[src/rtl/pc_pkg.sv]
// Shared CPU package: program-counter FSM state encoding and PC reset value.
// Imported by pc and any other CPU block that needs to reason about PC state.
package pc_pkg;

    // Two-state program-counter sequencer.
    typedef enum logic {
        StIdle = 1'b0,
        StRun  = 1'b1
    } pc_state_e;

    // Value the PC takes on reset, on halt and while idle.
    localparam int unsigned PcResetValue = 0;

endpackage

[src/rtl/pc.sv]
// Program counter with an IDLE/RUN sequencer.
//
// Ports:
//   i_clk       clock, all state updates on its rising edge
//   i_reset     asynchronous active-low reset (PC -> 0, FSM -> IDLE)
//   i_start     start request, IDLE -> RUN
//   i_halt      halt request, clears PC and returns to IDLE (highest priority)
//   i_not_load  load inhibit; in RUN the PC holds while high
//   i_enable    global clock enable; when low all state holds
//   i_next_pc   externally computed next PC, loaded verbatim in RUN
//   o_pc        current PC, straight from a register
module pc
    import pc_pkg::*;
#(
    parameter int unsigned PC_SIZE = 32
) (
    input  logic               i_clk,
    input  logic               i_reset,
    input  logic               i_start,
    input  logic               i_halt,
    input  logic               i_not_load,
    input  logic               i_enable,
    input  logic [PC_SIZE-1:0] i_next_pc,
    output logic [PC_SIZE-1:0] o_pc
);

    localparam logic [PC_SIZE-1:0] PcReset = PC_SIZE'(PcResetValue);

    pc_state_e          state_q;
    logic [PC_SIZE-1:0] pc_q;

    always_ff @(posedge i_clk or negedge i_reset) begin
        if (!i_reset) begin
            state_q <= StIdle;
            pc_q    <= PcReset;
        end else if (i_enable) begin
            if (i_halt) begin
                // Halt wins over start and load inhibit.
                state_q <= StIdle;
                pc_q    <= PcReset;
            end else begin
                unique case (state_q)
                    StIdle: begin
                        // PC stays cleared on the start edge; loading begins next edge.
                        pc_q <= PcReset;
                        if (i_start) begin
                            state_q <= StRun;
                        end
                    end
                    StRun: begin
                        if (!i_not_load) begin
                            pc_q <= i_next_pc;
                        end
                    end
                endcase
            end
        end
    end

    assign o_pc = pc_q;

endmodule

[config.mk]
export PLATFORM = sky130hd
export DESIGN_NAME = pc
export DESIGN_NICKNAME = d
export VERILOG_FILES = /design/src/rtl/pc_pkg.sv /design/src/rtl/pc.sv
export SDC_FILE = /design/constraint.sdc
export NUM_CORES = 1
export LEC_CHECK = 0
export ABC_AREA = 1
export BUFFER_PORTS_ARGS = -buffer_cell sky130_fd_sc_hd__buf_4
export CAP_MARGIN = 10
export CORE_UTILIZATION = 48
export CTS_CLUSTER_SIZE = 25
export DETAILED_ROUTE_END_ITERATION = 8
export HOLD_SLACK_MARGIN = 0.1
export PLACE_DENSITY_LB_ADDON = 0.15
export SLEW_MARGIN = 10
export SYNTH_ARGS = -nofsm -noshare
export SYNTH_HDL_FRONTEND = slang
export SYNTH_SLANG_ARGS = --single-unit
[constraint.sdc]
create_clock -name i_clk -period 1.7 [get_ports i_clk]
set_clock_uncertainty 0.2 [all_clocks]
set_input_delay 0.425 -clock i_clk [delete_from_list [all_inputs] [get_ports i_clk]]
set_output_delay 0.425 -clock i_clk [all_outputs]
set_load 0.05 [all_outputs]
# ---- Word-level counts from Yosys, hierarchy flattened
# Index checks and enable logic that the tools add are counted.
dict set report totals {
  output_inout_bits 32
  reg_bits 33
}
dict set report classes {
  eq_ne 1
  n_bitwise 1
  n_reduce_logical 1
  muxes 6
}
# op count
set op_table {}
lappend op_table {{two-way mux 32 bit} 2}
lappend op_table {{one-hot mux 32 bit (2 select lines)} 1}
lappend op_table {{two-way mux 1 bit} 3}
lappend op_table {{inequality test 3 bit (second input constant)} 1}
lappend op_table {{AND reduction 2 bit} 1}
lappend op_table {{NOT 1 bit} 1}

# ---- Longest topological paths before layout
dict set report depth {
  ltp_word 3
  depth_mapped 7
  ltp_nobuf 5
}

# ---- Worst setup path before layout
# No wires, ideal clock.
dict set report synth_timing {
  kind {input -> register}
  from {input port i_halt}
  to {register pc_q[0], in the netlist o_pc[0]}
  path_stages 6
  path_buffers 2
  setup_slack_ps 397
  arrival_time_ps 985
  path_cell_list {buf_6 > inv_4 > nand3_4 > buf_4 > nand3_1 > nand2_1}
}
dict set report synth_between {
  elab_chain_cells 2
  word_cells_on_any_way 3
  classes_between {eq/ne (1); mux (1); reduce/logical (1)}
}
# item line_no
set synth_rtl {}
lappend synth_rtl {{start, declared} pc.sv:20} ;# input logic i_halt,
lappend synth_rtl {{inequality test 3 bit (no source line)} --}
lappend synth_rtl {{AND reduction 2 bit (no source line)} --}
lappend synth_rtl {{end signal, assigned} pc.sv:35} ;# pc_q <= PcReset;
lappend synth_rtl {{end signal, assigned} pc.sv:40} ;# pc_q <= PcReset;
lappend synth_rtl {{end signal, assigned} pc.sv:45} ;# pc_q <= PcReset;
lappend synth_rtl {{end, declared} pc.sv:30} ;# logic [PC_SIZE-1:0] pc_q;
# Several ways; a longest one is shown, not always the timed one.
# A chain may end at the register's enable or synchronous reset.

# ---- Worst setup path after layout
dict set report layout_timing {
  from {register pc_q[18], in the netlist o_pc[18]}
  to {output port o_pc[18]}
}
# item line_no
set layout_rtl {}
lappend layout_rtl {{end, declared} pc.sv:24} ;# output logic [PC_SIZE-1:0] o_pc
# No word-level cell between the ends.

==> results.txt <==
Of all cell types, the one taking the most synthesized area is sky130_fd_sc_hd__dfrtp_1. Yosys attributes the largest share of cell area to sky130_fd_sc_hd__dfrtp_1 47%, sky130_fd_sc_hd__nand2_1 14%, sky130_fd_sc_hd__nand2_2 11%, sky130_fd_sc_hd__nand3_1 9.1%, sky130_fd_sc_hd__nor2_1 6.8%. The run gives 0 as the max-slew violation count. The synthesized design contains 0 enable-type register cells. The hold-fix buffer count after cts was 1.

The critical path data required time came out at 1070 ps. The synthesized area per cell is 8.06 um^2. The number of max-capacitance violations reported was 0; the maximum frequency from static timing analysis was 635 MHz. The H-tree was split into 2 levels. The tools report the half-perimeter wire length after placement as 2640 um. Among all flip-flop cells after synthesis, the most frequent one is sky130_fd_sc_hd__dfrtp_1. The cell type group with the largest total delay on the critical path was flip-flops.

The number of vias per cell was 4.88. The run gives 3900 um as the detailed-route wire length. The synthesized design contains 33 register bits.

After the last flow step, the layout net total stands at 322. TritonCTS built the clock tree. The total grt overflow came out at 0.

After technology mapping, the gate count stands at 219. Headroom to the max-slew limit came out at 72.5%. The count of nets left with antenna violations once routing finished came out at 0. The mapped netlist covers 1760 um^2.

Number of nets in the synthesized netlist: 257. No sink is reached through more buffers than the 2 on the longest clock path. The initial antenna violation count came out at 0.

Of the cells placed in the final design, the portion with a size suffix greater than 1 is 39.6%. For the antenna diode count, the log shows 0. Ranked by instance count, the synthesized netlist is headed by 68 x sky130_fd_sc_hd__nand2_1, 33 x sky130_fd_sc_hd__dfrtp_1, 32 x sky130_fd_sc_hd__nand3_1, 32 x sky130_fd_sc_hd__nor2_1, 30 x sky130_fd_sc_hd__nand2_2. For the insertion delay to the later sink of the worst-skew pair, the log shows 320 ps. Global routing used 21.4% of the available tracks. The logs give 1,614 for the via count and 34 for the pin count of the biggest net entering global routing.

Clock tree synthesis selected as its root buffer the cell sky130_fd_sc_hd__clkbuf_4. The logs give 3420 um^2 for the core outline area and 0 for the count of cells resized by post-cts repair. For this run, the slowest stage of the critical path takes 420 ps. For this design the top-level I/O count stands at 70. The proportion of power drawn by combinational gates was 31.0%; the sequential power share was 47.2%. Traced cell by cell, the critical path runs through buf_4. For this run, asynchronously set or reset flops after synthesis account for 100%. The first global-routing pass estimated 6670 um of wire.

The layout-stage area growth over the synthesis result was 29.5%; the ratio of final minimum period to clock period was 92.7%. Setup violations remaining at the end of the flow were counted as 0. Of the total power, the clock network draws 21.8%.

The clock period minus worst slack is 1580 ps. Clock-pin slew was measured on the worst setup and hold paths at 90 ps. The class of the most critical setup path is flip-flop to output port.

After synthesis, flip-flops and latches occupy 46.8% of the total area. At the pin with the least slew margin, the transition time is 413 ps. The run gives 5 as the total clock buffers created by CTS. First-pass iteration count of the detailed router: 4. The source of the worst register-to-register timing path is state_q$_DFFE_PN0P_. The most common cell in the synthesized netlist is sky130_fd_sc_hd__nand2_1. Setup slack closes at 125 ps.

The logs give 1.88 mW for the post-route total power and 0 for the post-CTS setup-driven buffer insertion count. Cell internal power was estimated by the tool at 1.20 mW. The pre-CTS setup slack is 199 ps. The fraction of the core area covered by cells at the end of the flow is 66.9%, and the number of buffer and inverter instances along the worst setup path is 1. For this run, the number of Yosys warnings is 0. For the via count of the first global-routing pass, the log shows 1,447. The switching part of the total came out at 36.1%.

Clock sink total: 33. Number of remaining DRC errors: 0. For this block, the initial DRC count from the detailed router was 74. The filler cells instantiated in the layout total 328. In this run the worst path has a maximum fanout of 2.

For the hold violation total from the final report, the log shows 0. The slowest stage cell on the critical path is sky130_fd_sc_hd__dfrtp_1. The wire length per cell after detailed routing is 11.8 um. The run finished with clean final reports. STA classifies the critical path startpoint as a flip-flop.

The die is 62.6 um wide. The critical path starts at o_pc[18]$_DFFE_PN0P_. STA classifies the critical path endpoint as an output port. IR analysis of the VDD net gives a maximum drop of 0.000571 V. In this run the tool buffered the top-level ports with 69 buffer cells. The placer congestion estimate was 0.720; the net switching power was 678 uW. From bottom edge to top edge, the die measures 62.6 um. Row generation in the floorplan step produced 21 rows. The initial core utilization was 51.6%. The critical hold path startpoint was i_start. Leakage dissipation: 1.29 nW. The path class of the tightest hold or removal check is primary input to flip-flop. The top cell type by area accounts for 46.8% of the synthesized area. The overall die area is 3920 um^2, and the arrival time at the worst endpoint is 950 ps. Yosys mapped the design onto 14 distinct sky130hd cell types. Setup repair after global routing left no endpoint under its margin. The final sum of negative setup slack came out at 0 ps. Power spread over the standard cell area amounts to 823 nW/um^2.
[area by class of cell]
cell class	count	area, um^2	share of cell area, %
multi-input cells	165	766	33.5
flip-flops and latches	33	826	36.1
inverters	3	13.8	0.602
repair buffers	76	573	25.1
well taps	46	57.6	2.52
clock buffers	8	48.8	2.14
[layer usage]
metal	global-route usage (%)	vias to the layer above	wire length [um]
met5	0	-	0
li1	-	810	-
met1	28.1	750	1850
met4	6.10	0	51
met2	35.1	49	1800
met3	5.29	5	205
[flip-flops by register name, indices dropped and copies added, names as in the netlist]
register / flops
o_pc: 32
state_q: 1
[worst paths after layout]
kind                                        end  slack [ps]  depth (start not counted)
setup / recovery                       o_pc[18]         120                          1
hold / removal              state_q$_DFFE_PN0P_         200                          5
setup reg to reg           o_pc[14]$_DFFE_PN0P_         330                          4
hold reg to reg            o_pc[21]$_DFFE_PN0P_         290                          2
max in group asynchronous  o_pc[28]$_DFFE_PN0P_         630                          2
min in group asynchronous  o_pc[31]$_DFFE_PN0P_         370                          2
[cell usage in the layout, fill, tap and decap left out, drive strengths merged]
master       count
dfrtp           33
dlygate4sd3      1
clkbuf           8
nand2           99
nand3           33
inv              3
buf             75
o21ai            1
nor2            32
[stage by stage]
| step | area, um^2 | instances | hold slack, ps |
|---|---|---|---|
| 3_3_place_gp | 2230 | 322 | 194 |
| 6_report | 2280 | 331 | 204 |
| 4_1_cts | 2280 | 331 | 189 |
| 5_1_grt | 2280 | 331 | 198 |
| 2_1_floorplan | 1760 | 219 | -70.6 |
| 3_5_place_dp | 2230 | 322 | 188 |
[cells by family (layout without fill, tap and decap cells)]
logic type             Yosys count  in the layout  synth area share, %
and+or+nand+nor                164            164                 43.1
DFF                             33             33                 46.8
buffers and inverters           21             87                 9.79
AOI/OAI and AO/OA                1              1                0.283
[power groups by stage]
stage / Sequential [mW] / Combinational [mW] / Clock [mW]
after detailed placement: 0.903 / 0.585 / 0
after global routing: 0.895 / 0.626 / 0.459
after floorplan: 1.09 / 0.216 / 0
final: 0.888 / 0.582 / 0.409
after global placement: 0.902 / 0.579 / 0
after CTS: 0.888 / 0.588 / 0.421
Power figures use the tool's default switching activity.
